### src/rtl/wb_pkg.sv
// wb_pkg: shared encodings and default widths for the write-back unit.
package wb_pkg;
    localparam int DATA_W_DEF = 32;
    localparam int REG_AW_DEF = 5;
    localparam int CNT_W_DEF  = 16;

    typedef enum logic [1:0] {
        WB_ALU  = 2'b00,
        WB_MEM  = 2'b01,
        WB_LINK = 2'b10,
        WB_ALT  = 2'b11
    } wb_sel_e;

    typedef enum logic [2:0] {
        LD_W  = 3'b000,
        LD_H  = 3'b001,
        LD_HU = 3'b010,
        LD_B  = 3'b011,
        LD_BU = 3'b100
    } load_type_e;

    function automatic logic is_half(input logic [2:0] t);
        return t == LD_H || t == LD_HU;
    endfunction

    function automatic logic is_byte(input logic [2:0] t);
        return t == LD_B || t == LD_BU;
    endfunction
endpackage

### src/rtl/wb_unit_load_align.sv
// load_align: little-endian load extraction with sign/zero extension.
module load_align
    import wb_pkg::*;
#(
    parameter int DATA_W = DATA_W_DEF
) (
    input  logic [2:0]        load_type,
    input  logic [1:0]        addr_lo,
    input  logic [DATA_W-1:0] mem_data,
    output logic [DATA_W-1:0] data
);
    logic [15:0] half;
    logic [7:0]  byte_v;

    // addr_lo[1] picks the halfword, addr_lo[0] the byte within it
    assign half   = addr_lo[1] ? mem_data[31:16] : mem_data[15:0];
    assign byte_v = addr_lo[0] ? half[15:8] : half[7:0];

    always_comb
        data = load_type == LD_H  ? DATA_W'($signed(half)) :
               load_type == LD_HU ? DATA_W'(half) :
               load_type == LD_B  ? DATA_W'($signed(byte_v)) :
               load_type == LD_BU ? DATA_W'(byte_v) :
                                    DATA_W'($signed(mem_data[31:0]));
endmodule

### src/rtl/wb_unit.sv
// wb_unit: write-back stage register, result select, commit, forwarding
// and retire counting.
module wb_unit
    import wb_pkg::*;
#(
    parameter int DATA_W = DATA_W_DEF,
    parameter int REG_AW = REG_AW_DEF,
    parameter int CNT_W  = CNT_W_DEF
) (
    input  logic              clk,
    input  logic              rst,
    input  logic              in_valid,
    input  logic              stall,
    input  logic              flush,
    input  logic              in_reg_write,
    input  logic [1:0]        in_wb_sel,
    input  logic [2:0]        in_load_type,
    input  logic [1:0]        in_addr_lo,
    input  logic [DATA_W-1:0] in_mem_data,
    input  logic [DATA_W-1:0] in_alu_data,
    input  logic [DATA_W-1:0] in_link_data,
    input  logic [REG_AW-1:0] in_dest,
    output logic [DATA_W-1:0] Write_data,
    output logic [REG_AW-1:0] Write_reg,
    output logic              RegWrite,
    output logic              misalign,
    output logic              fwd_valid,
    output logic [REG_AW-1:0] fwd_reg,
    output logic [DATA_W-1:0] fwd_data,
    output logic [CNT_W-1:0]  retire_count
);
    typedef struct packed {
        logic              reg_write;
        logic [1:0]        wb_sel;
        logic [2:0]        load_type;
        logic [1:0]        addr_lo;
        logic [DATA_W-1:0] mem_data;
        logic [DATA_W-1:0] alu_data;
        logic [DATA_W-1:0] link_data;
        logic [REG_AW-1:0] dest;
    } stage_t;

    stage_t            st;
    logic              valid;
    logic              committed;
    logic [DATA_W-1:0] mem_ext;

    // a held entry may write once; any stall cycle marks it spent
    always_ff @(posedge clk)
        if (rst) begin
            valid     <= 1'b0;
            committed <= 1'b0;
            st        <= '0;
        end else if (flush) begin
            valid <= 1'b0;
        end else if (stall) begin
            committed <= 1'b1;
        end else begin
            valid     <= in_valid;
            committed <= 1'b0;
            st        <= '{in_reg_write, in_wb_sel, in_load_type, in_addr_lo,
                           in_mem_data, in_alu_data, in_link_data, in_dest};
        end

    load_align #(.DATA_W(DATA_W)) u_align (
        .load_type(st.load_type),
        .addr_lo  (st.addr_lo),
        .mem_data (st.mem_data),
        .data     (mem_ext)
    );

    always_comb begin
        misalign   = valid && st.wb_sel == WB_MEM &&
                     (is_half(st.load_type) ? st.addr_lo[0] :
                      is_byte(st.load_type) ? 1'b0 : st.addr_lo != 2'b00);
        Write_data = st.wb_sel == WB_MEM  ? mem_ext :
                     st.wb_sel == WB_LINK ? st.link_data : st.alu_data;
        Write_reg  = st.dest;
        RegWrite   = valid && st.reg_write && st.dest != '0 && !misalign && !committed;
    end

    always_ff @(posedge clk)
        if (rst) begin
            fwd_valid    <= 1'b0;
            fwd_reg      <= '0;
            fwd_data     <= '0;
            retire_count <= '0;
        end else begin
            fwd_valid    <= RegWrite;
            fwd_reg      <= Write_reg;
            fwd_data     <= Write_data;
            retire_count <= retire_count + CNT_W'(RegWrite);
        end
endmodule

### config.mk
export PLATFORM = sky130hd
export DESIGN_NAME = wb_unit
export DESIGN_NICKNAME = d
export VERILOG_FILES = /design/src/rtl/wb_pkg.sv /design/src/rtl/wb_unit_load_align.sv /design/src/rtl/wb_unit.sv
export SDC_FILE = /design/constraint.sdc
export NUM_CORES = 1
export LEC_CHECK = 0
export ABC_AREA = 1
export CAP_MARGIN = 20
export CORE_MARGIN = 8
export CORE_UTILIZATION = 30
export DETAILED_ROUTE_END_ITERATION = 12
export DONT_BUFFER_PORTS = 1
export MAX_ROUTING_LAYER = met4
export SYNTH_ARGS = -nofsm -noshare
export SYNTH_HDL_FRONTEND = slang
export SYNTH_SLANG_ARGS = --single-unit
export TNS_END_PERCENT = 50
### constraint.sdc
create_clock -name clk -period 2.65 [get_ports clk]
set_input_delay 0.6625 -clock clk [delete_from_list [all_inputs] [get_ports clk]]
set_output_delay 0.6625 -clock clk [all_outputs]
set_load 0.005 [all_outputs]
==> summary.txt, run 1 <==
Die
  – Row count: 56
  – Initial Util: 0.3063
  – Core ar.: 23,470 um2
  – Die height: 170.8 um
  – Die area: 29,180 um2
  – Number of I/O pins: 207
  – Die X-Extent: around 170 um

GRT
  – Vias in the first global route: 6,354
  – All-Layer GR Usage: 0.1780
  – First-pass GRT wire length: 38,250 um
  – Antenna violations before repair: 1
  – GRT overflow: 0
  – Largest net degree at the start of global routing: 82

Synth
  – Largest area contributor in the netlist: dfxtp_1
  – Sequential-to-total area share from yosys stat: 0.4594
  – Post-synthesis sequential element count: ~170
  – Yosys cell types: 39
  – Avg Cell Area, Syn: 6.954 um2
  – Syn Std Cell Area: 7191 um2
  – Syn nets: about 1.2k
  – Post-synthesis cell count: 1,034
  – Area share of the largest cell type after synthesis: 0.4594
  – Syn. warnings: 0
  – Largest cells by area after synthesis: dfxtp_1, nor2_1, o21ai_0

Power and ir drop
  – PwrDens: roughly 740 nW/um2
  – Clock group share of total power: 0.429
  – Sequential share of power: 0.448
  – Peak supply drop: 0.3783 mV
  – Sw frac: 0.2774
  – Psw: 1.687 mW
  – Internal: 4.394 mW
  – Leak: 3.534 nW
  – Logic pwr share: 0.123

Drt
  – Via count: 6,612
  – Via/cell ratio: 4.923
  – WL per Instance: about 19 um
  – DRC viols: 0
  – Total routed wirelength: roughly 26,000 um
  – Detailed Route Iter0 Violations: between 500 and 600
  – Post-detailed-route count of antenna-violating nets: 0
  – Router iterations before antenna repair: 5

Cells and area
  – Largest Register: st
  – Nets: 1,126
  – Max FFs per register: 104
  – Fillers: 2,519
  – Largest regs: st x104, fwd_data x32, retire_count x16
  – Share of post-route cells with drive strength above 1: 0.1144
  – FF+latch area: 3311 um2
  – Finished Layout Cells: 1,343
  – Multi-input logic area: roughly 3400 um2
  – Area Overhead vs Synth: 14.34%

Place
  – GPL Wtd Cong: 0.9292
  – Placed Cells: 1,308
  – Pre-CTS setup slack: between 200 and 250 ps
  – Port bufs: 0
  – Final HPWL DP: 18,830 um

Timing
  – Worst hold margin: ~310 ps
  – Fmax: between 300 and 400 MHz
  – Fin worst setup slack: 107.0 ps
  – Layout Skew: between 10 and 15 ps
  – Slew HR: 0.4831
  – Final count of hold timing violations: 0
  – Tcrit/Tclk final: 0.9596
  – Setup-violating endpoint count in the final report: 0
  – RSZ-0062 raised after global routing: true
  – Worst slew pin tran: around 780 ps
  – Fin. max-slew vios: 0
  – Minimum clock period: 2543 ps
  – Setup Total Neg Slack: 0 ps

Setup path
  – Cell repeated most along the worst path: nand2_1
  – Delay of the slowest critical-path stage: roughly 370 ps
  – Critical-path cell list: inv_2 -> nand3_2 -> nand2_1 -> buf_6 -> clkinv_2 -> buf_12 -> nor2_1 -> nor2_2 -> o21ai_2 -> nand2_1
  – Crit. End Element: primary output
  – CP max FO: 17
  – Slowest cell on the critical path: dfxtp_2
  – Crit path DAT: 1880 ps
  – Crit start category: flip-flop
  – Critical path type: flip-flop to primary output
  – Req. time, crit path: 1990 ps

Clock tree
  – CTS tree: built
  – H-tree depth: 4
  – Clock root buffer: clkbuf_16
  – Clk buf depth: 2
  – Clock Sink Count: 165
  – Clk_lat worst skew: roughly 430 ps
  – CTS Buf Count: 17
  – Clock-pin slew on the worst setup and hold paths: approximately 70 ps

Job
  – Max Cap Viol: 0

Run status
  – Status: completed

Worst hold path
  – Hold WC Path Type: input pin to flip-flop
power groups by stage:
| stage | Sequential [mW] | Clock [mW] | Combinational (mW) |
|---|---|---|---|
| floorplan | 2.75 | 0 | 0.524 |
| global placement | 2.78 | 0 | 0.704 |
| detailed placement | 2.78 | 0 | 0.709 |
| CTS | 2.72 | 2.67 | 0.726 |
| global route | 2.74 | 2.78 | 0.840 |
| finish | 2.73 | 2.61 | 0.750 |
cell usage after synthesis (all sizes together):
master	count
nand2	188
o21ai	164
nor2	240
a21oi	72
clkbuf	40
or2	9
nor3	2
a41oi	1
o21bai	1
buf	28
o211ai	8
dfxtp	165
xnor2	1
a2111oi	1
ha	2
nand3	31
xor2	1
a211oi	1
a31oi	2
clkinv	2
and2	1
inv	71
nand4	3
path summary, 6_finish.rpt:
kind	start	endpoint	slack, ps	cells after the start
min	rst	fwd_data[20]$_SDFF_PP0_	310	1
min reg2reg	committed$_SDFFE_PP0N_	committed$_SDFFE_PP0N_	470	2
max reg2reg	st[104]$_SDFFE_PP0P_	retire_count[14]$_SDFF_PP0_	300	16
max	st[104]$_SDFFE_PP0P_	Write_data[8]	110	10
cell families after synthesis:
group                      share of synthesized area
buffers and inverters                        0.08631
xor gates and xnor gates                    0.002436
and+or+nand+nor                               0.2664
AOI/OAI and AO/OA                             0.1820
adders and majority gates                   0.003480
DFF                                           0.4594
layer usage:
metal	share of wire	vias up	track usage
met4	0.038	0	0.08129
met5	0	-	-
met1	0.46	3039	0.2314
li1	-	3255	-
met2	0.42	259	0.2453
met3	0.091	59	0.05946
worst max-delay path: cells and delay by family, from the launching register on:
family                 cells  cell delay, ps
buffers and inverters      4             450
AOI/OAI and AO/OA          1             100
and+or+nand+nor            5             540
DFF                        1             370
metrics by stage:
step	power [mW]	utilization	cell area (um2)
floorplan	3.270	-	7191
detailed placement	3.487	0.3179	7462
CTS	6.120	0.3463	8129
finish	6.081	0.3503	8222
global placement	3.481	0.3179	7462
global route	6.364	0.3502	8219
what timing repair did:
| action | 4_1_cts | 5_1_grt |
|---|---|---|
| hold buffers | 0 | 0 |
| resized for setup | 14 | 27 |
| pin swaps | 0 | 2 |
| endpoints found under the setup margin | 25 | 31 |
| setup buffers | 2 | 0 |
cell type report:
| type | count | area share |
|---|---|---|
| flip-flops and latches | 165 | 0.4027 |
| well taps | 319 | 0.04855 |
| multi-input cells | 728 | 0.4095 |
| diodes | 1 | 0.0003044 |
| clock inverters | 13 | 0.02100 |
| repair buffers | 25 | 0.03028 |
| clock buffers | 19 | 0.05387 |
| inverters | 73 | 0.03378 |
cell usage in the layout, fill, tap and decap left out, types with 4 or more instances in the layout:
master and count:
a21oi_1 69, buf_4 18, clkbuf_16 17, nor2_4 5, or2_2 8, o211ai_1 8
o21ai_1 7, buf_12 4, nand2_1 182, o21ai_0 146, inv_2 8, nor2_1 226
nor2_2 9, o21ai_2 11, dfxtp_1 161, nand2_2 4, inv_1 63, nand3_1 26
(Power assumes the default switching activity.)
==> inputs of run 2 (changes only) <==
Settings changed: ABC_CLOCK_PERIOD_IN_PS set to 2650, CORE_UTILIZATION 30 to 35.
==> run 2 against run 1 <==
Compared with the run above: clock-buffer cell count is 2 higher; highest routed layer unchanged; clock skew hardly changed; via count is 0.80% lower; worst hold slack worse by 7.5 ps; largest power group unchanged; sequential power hardly changed; final cell count is 3.7% lower.
==> summary.txt, run 2 (synthesis results as in run 1) <==
GRT
  – Largest net degree at the start of global routing: 82 (unchanged)
  – First-pass GRT wire length: 36,470 um (-4.6%)
  – Vias in the first global route: 6,287 (-1.1%)
  – Antenna violations before repair: 0 (-1)
  – GRT overflow: 0 (unchanged)
  – All-Layer GR Usage: 0.1890 (+0.01100)

Timing
  – Fin. max-slew vios: 0 (unchanged)
  – Tcrit/Tclk final: 0.9452 (-0.01440)
  – Fin worst setup slack: 145.2 ps (+38.15 ps)
  – Setup Total Neg Slack: 0 ps (unchanged)
  – Setup-violating endpoint count in the final report: 0 (unchanged)
  – Layout Skew: 10.59 ps (+0.1269 ps)
  – Minimum clock period: 2505 ps (-38.15 ps)
  – Worst hold margin: 303.3 ps (-7.494 ps)
  – Fmax: 399.2 MHz (+1.5%)
  – Final count of hold timing violations: 0 (unchanged)
  – Slew HR: 0.4722 (-0.01095)
  – Worst slew pin tran: 791.7 ps (+16.42 ps)
  – RSZ-0062 raised after global routing: false

Die
  – Die height: 159.3 um (-6.7%)
  – Die area: 25,390 um2 (-13%)
  – Number of I/O pins: 207 (unchanged)
  – Row count: 52 (-7.1%)
  – Die X-Extent: 159.3 um (-6.7%)
  – Initial Util: 0.3565 (+0.05017)
  – Core ar.: 20,170 um2 (-14%)

Cells and area
  – Share of post-route cells with drive strength above 1: 0.1036 (-0.01075)
  – Diode count: 0 (-1)
  – Fillers: 2,180 (-13%)
  – Commonest non-fill, non-tap cell in the layout: nor2_1
  – Largest Register: st
  – Nets: 1,127 (+0.089%)
  – Max FFs per register: 104 (unchanged)
  – Finished Layout Cells: 1,293 (-3.7%)
  – Area Overhead vs Synth: 13.02%
  – Most frequent cells in the layout: nor2_1, nand2_1, dfxtp_1, o21ai_0, a21oi_1
  – Largest regs: st x104, fwd_data x32, retire_count x16

Setup path
  – Crit start category: flip-flop
  – Critical path's top delay family: simple AND/OR/NAND/NOR gates
  – Cell repeated most along the worst path: nand2_2
  – Crit path DAT: 1840 ps (-40 ps)
  – WP buf/inv: 3 (-1)
  – Critical-path cell list: inv_2 -> nand3_1 -> nand2_2 -> clkinv_4 -> nand2_2 -> o21ai_2 -> buf_4 -> nand2_1
  – Critical path type: flip-flop to primary output
  – Crit. End Element: primary output
  – Delay of the slowest critical-path stage: 380 ps (about the same)
  – Slowest cell on the critical path: dfxtp_1
  – CP max FO: 13 (-4)
  – Req. time, crit path: 1990 ps (about the same)

Place
  – Port bufs: 0 (unchanged)
  – Final HPWL DP: 17,370 um (-7.7%)
  – Placed Cells: 1,258 (-3.8%)
  – GPL Wtd Cong: 0.8872 (-4.5%)
  – Pre-CTS setup slack: 233.8 ps (+13.13 ps)

Drt
  – Detailed Route Iter0 Violations: 491 (-16%)
  – Total routed wirelength: 23,880 um (-6.7%)
  – Via count: 6,559 (-0.80%)
  – Router iterations before antenna repair: 5 (unchanged)
  – WL per Instance: 18.47 um (-3.1%)
  – Via/cell ratio: 5.073 (+3.0%)
  – Post-detailed-route count of antenna-violating nets: 0 (unchanged)
  – DRC viols: 0 (unchanged)

Power and ir drop
  – Sequential share of power: 0.454 (+0.006)
  – Logic pwr share: 0.119 (-0.004)
  – PwrDens: 738.8 nW/um2 (-0.12%)
  – Clock group share of total power: 0.428 (about the same)
  – Internal: 4.356 mW (-0.86%)
  – Psw: 1.647 mW (-2.4%)
  – Peak supply drop: 0.4470 mV (+18%)
  – Sw frac: 0.2744 (-0.003056)
  – Leak: 3.545 nW (+0.32%)

Clock tree
  – CTS tree: built
  – H-tree depth: 4 (unchanged)
  – Clock root buffer: clkbuf_16
  – Clk buf depth: 2 (unchanged)
  – # hold bufs at CTS: 0 (unchanged)
  – CTS Buf Count: 17 (unchanged)
  – Clock Sink Count: 165 (unchanged)
  – Clk_lat worst skew: 430 ps (about the same)
  – Clock-pin slew on the worst setup and hold paths: 70 ps (about the same)

Job
  – Max Cap Viol: 0 (unchanged)

Run status
  – Status: completed

Worst hold path
  – Hold WC Path Type: input pin to flip-flop
## run 2: cell count changes in the layout (fill, tap and decap cells not counted), moves of 2 or more
| cell | previous run | this run |
|---|---|---|
| nand2_1 | 182 | 184 |
| nor2_1 | 226 | 234 |
| buf_6 | 3 | 1 |
| nor2_2 | 9 | 2 |
| clkbuf_8 | 1 | 4 |
| buf_8 | 0 | 2 |
| o21ai_2 | 11 | 13 |
## run 2: through the flow
step	util	total power [mW]	area, um2
after floorplan	-	3.270	7191
after global placement	0.3678	3.462	7418
after detailed placement	0.3678	3.466	7418
after CTS	0.3984	6.036	8036
after global routing	0.4029	6.247	8127
final	0.4029	6.004	8127
## run 2: cell type report
type                       count  area, um2  area share
multi-input combinational    728       3323      0.4089
sequential                   165       3307      0.4069
clock buffer                  21      480.5     0.05912
tap                          270      337.8     0.04157
inverter                      73      281.5     0.03464
timing repair buffer          26      276.5     0.03403
clock inverter                10      120.1     0.01478
## run 2: layer usage
metal / global-route usage / up-vias / part of all wire
met4: 0.07676 / 0 / 0.027
met1: 0.2362 / 3032 / 0.45
met3: 0.06696 / 35 / 0.083
met2: 0.2731 / 230 / 0.44
li1: - / 3262 / -
met5: - / - / 0
## run 2: what timing repair did
item | 4_1_cts | 5_1_grt
gates resized for setup | 6 | 20
hold endpoints to repair | 0 | 0
setup buffers | 0 | 4
setup endpoints to repair | 21 | 33
gates cloned | 0 | 0
pin swaps | 1 | 1
## run 2: path summary, 6_finish.rpt
path / startpoint / endpoint / slack [ps] / depth (start not counted)
max: st[105]$_SDFFE_PP0P_ / Write_data[15] / 150 / 8
min: rst / fwd_data[21]$_SDFF_PP0_ / 300 / 1
max reg2reg: st[103]$_SDFFE_PP0P_ / retire_count[14]$_SDFF_PP0_ / 280 / 16
min reg2reg: committed$_SDFFE_PP0N_ / committed$_SDFFE_PP0N_ / 470 / 2
## run 2: power by group through the flow
stage	sequential, mW	clock [mW]	combinational, mW
after detailed placement	2.78	0	0.691
after global routing	2.74	2.70	0.814
after global placement	2.78	0	0.686
after CTS	2.72	2.61	0.700
after floorplan	2.75	0	0.524
final	2.72	2.57	0.714
## run 2: worst reg2reg max path, cell delays in order (launching register included)
cell     delay, ps
dfxtp_2        340
inv_1          130
nand3_1        110
nand2_2        120
o21ai_0        100
nand3_1        120
nand2_1         90
inv_1           80
ha_1           170
ha_1           190
nand3_1        130
nor2_2         150
nand3_1        140
nor2_4         190
nand4_1        100
nand2_1         70
nor2_1          40
==> inputs of run 3 (changes only) <==
Settings changed: GPL_TIMING_DRIVEN set to 0.
==> run 3 against run 2 <==
Compared with the run above: worst setup slack lost 68 ps; non-clock buffer count is 47 higher; critical path depth fell by 1; clock skew down 1.8 ps; routed wire length is 6.6% higher; via count rose by 2.2%; total power rose by 0.59%; largest power group unchanged; first-iteration DRC count is 4.7% lower; maximum frequency down 2.7%; sequential cell count is the same.
==> summary.txt, run 3 (synthesis results as in run 1) <==
Run status
  – Status: completed

GRT
  – GRT overflow: 0 (unchanged)
  – Largest net degree at the start of global routing: 17 (-79%)
  – Most Used Layer, Global Route: met2
  – All-Layer GR Usage: 0.2011 (+0.01203)
  – Met3 Use GR: 0.06670 (-0.0002585)
  – First-pass GRT wire length: 38,310 um (+5.0%)
  – Antenna violations before repair: 2 (+2)
  – Met1 usage: 0.2459 (+0.009780)
  – Vias in the first global route: 6,496 (+3.3%)
  – Routing usage on met2: 0.3032 (+0.03011)

Timing
  – Tcrit/Tclk final: 0.9711 (+0.02584)
  – Fin worst setup slack: 76.69 ps (-68.48 ps)
  – Slew HR: 0.4602 (-0.01197)
  – Layout Skew: 8.840 ps (-1.752 ps)
  – Setup-violating endpoint count in the final report: 0 (unchanged)
  – RSZ-0062 raised after global routing: false
  – Final count of hold timing violations: 0 (unchanged)
  – Fin. max-slew vios: 0 (unchanged)
  – Fmax: 388.6 MHz (-2.7%)
  – Minimum clock period: 2573 ps (+68.48 ps)
  – Setup Total Neg Slack: 0 ps (unchanged)
  – Worst slew pin tran: 809.7 ps (+17.95 ps)

Clock tree
  – Clock Sink Count: 165 (unchanged)
  – H-tree depth: 4 (unchanged)
  – CTS tree: built
  – Clock-pin slew on the worst setup and hold paths: 60 ps (about the same)
  – # hold bufs at CTS: 0 (unchanged)
  – Clk_lat worst skew: 420 ps (about the same)
  – CTS Buf Count: 17 (unchanged)
  – Clk buf depth: 2 (unchanged)
  – Clock root buffer: clkbuf_16

Power and ir drop
  – Sequential share of power: 0.451 (-0.003)
  – PwrDens: 728.2 nW/um2 (-1.4%)
  – Peak supply drop: 0.4418 mV (-1.2%)
  – Leak: 3.582 nW (+1.0%)
  – Logic pwr share: 0.125 (+0.006)
  – Internal: 4.426 mW (+1.6%)
  – Psw: 1.613 mW (-2.1%)
  – Clock group share of total power: 0.423 (-0.005)
  – Sw frac: 0.2671 (-0.007260)
  – Tot Pwr: 6.039 mW (+0.59%)

Setup path
  – Critical path type: flip-flop to primary output
  – CP max FO: 8 (-5)
  – Req. time, crit path: 1990 ps (about the same)
  – Reg2reg path depth: 17 (+1)
  – Crit. End Element: primary output
  – Crit start category: flip-flop
  – Crit path DAT: 1910 ps (+70 ps)

Worst hold path
  – Hold WC Path Type: input pin to flip-flop
  – Worst hold stages: 1 (unchanged)

Cells and area
  – Area Overhead vs Synth: 15.33%
  – Largest Register: st
  – Most frequent cells in the layout: nor2_1, nand2_1, dfxtp_1, o21ai_0, a21oi_1
  – Nets: 1,174 (+4.2%)
  – Commonest non-fill, non-tap cell in the layout: nor2_1
  – Finished Cell Area: 8293 um2 (+2.0%)
  – Max FFs per register: 104 (unchanged)
  – Share of post-route cells with drive strength above 1: 0.1132 (+0.009573)
  – Fillers: 2,188 (+0.37%)
  – Largest regs: st x104, fwd_data x32, retire_count x16
  – Final core utilization: 0.4112 (+0.008250)

Die
  – Die area: 25,390 um2 (unchanged)
  – Core ar.: 20,170 um2 (unchanged)
  – Initial Util: 0.3565 (unchanged)
  – Die X-Extent: 159.3 um (unchanged)
  – Row count: 52 (unchanged)
  – Die height: 159.3 um (unchanged)
  – Number of I/O pins: 207 (unchanged)

Place
  – Area of placed instances: 7528 um2 (+1.5%)
  – Pre-CTS setup slack: -216.7 ps (-450.5 ps)
  – Port bufs: 0 (unchanged)
  – GPL Wtd Cong: 0.9190 (+3.6%)
  – Final HPWL DP: 19,790 um (+14%)

Drt
  – Via count: 6,703 (+2.2%)
  – Detailed Route Iter0 Violations: 468 (-4.7%)
  – Router iterations before antenna repair: 5 (unchanged)
  – WL per Instance: 18.97 um (+2.7%)
  – Post-detailed-route count of antenna-violating nets: 0 (unchanged)
  – Total routed wirelength: 25,450 um (+6.6%)
  – DRC viols: 0 (unchanged)
  – Via/cell ratio: 4.999 (-1.5%)

Job
  – Max Cap Viol: 0 (unchanged)
run 3: layout make-up:
cell class	count	area, um2	area share
Multi-Input combinational cell	728	3358	0.4049
Tap cell	270	337.8	0.04074
Clock inverter	7	121.4	0.01463
Antenna cell	2	5.005	0.0006035
Sequential cell	165	3308	0.3989
Buffer	68	366.6	0.04421
Inverter	73	280.3	0.03380
Clock buffer	23	478.0	0.05763
Timing Repair Buffer	5	37.54	0.004526
run 3: repair_timing:
| item | CTS | global route |
|---|---|---|
| pin swaps | 3 | 3 |
| resized for setup | 14 | 31 |
| endpoints found under the setup margin | 31 | 39 |
| buffers inserted | 2 | 3 |
run 3: path summary, 6_finish.rpt:
| kind | end | from | slack, ps |
|---|---|---|---|
| worst min register to register | fwd_reg[1]$_SDFF_PP0_ | Write_reg[1]$_SDFFE_PP0P_ | 470 |
| worst max register to register | retire_count[14]$_SDFF_PP0_ | st[105]$_SDFFE_PP0P_ | 180 |
| worst min-delay path | valid$_SDFFE_PP0N_ | flush | 330 |
| worst max-delay path | Write_data[12] | st[102]$_SDFFE_PP0P_ | 80 |
run 3: power groups by stage:
stage	Sequential (mW)	Combinational (mW)	Clock (mW)
floorplan	2.75	0.524	0
global placement	2.78	0.721	0
detailed placement	2.78	0.728	0
CTS	2.72	0.738	2.60
global route	2.74	0.853	2.69
finish	2.72	0.757	2.56
run 3: per-layer routing:
metal / share of wire / vias to the layer above
met3: 0.075 / 39
li1: - / 3355
met4: 0.033 / 0
met5: 0 / -
met2: 0.45 / 239
met1: 0.44 / 3070
run 3: per-stage QoR:
stage	instances	hold slack, ps
floorplan	1034	437.4
global placement	1304	460.5
detailed placement	1304	460.6
CTS	1336	316.6
global route	1341	312.4
finish	1341	331.7
run 3: critical path, stage by stage, from the launching register on:
cell and delay, ps:
dfxtp_2 360, inv_1 100, nand2_1 90, nand3_1 130
nand3_2 160, nand2_2 200, o21ai_2 300, nand2_1 160
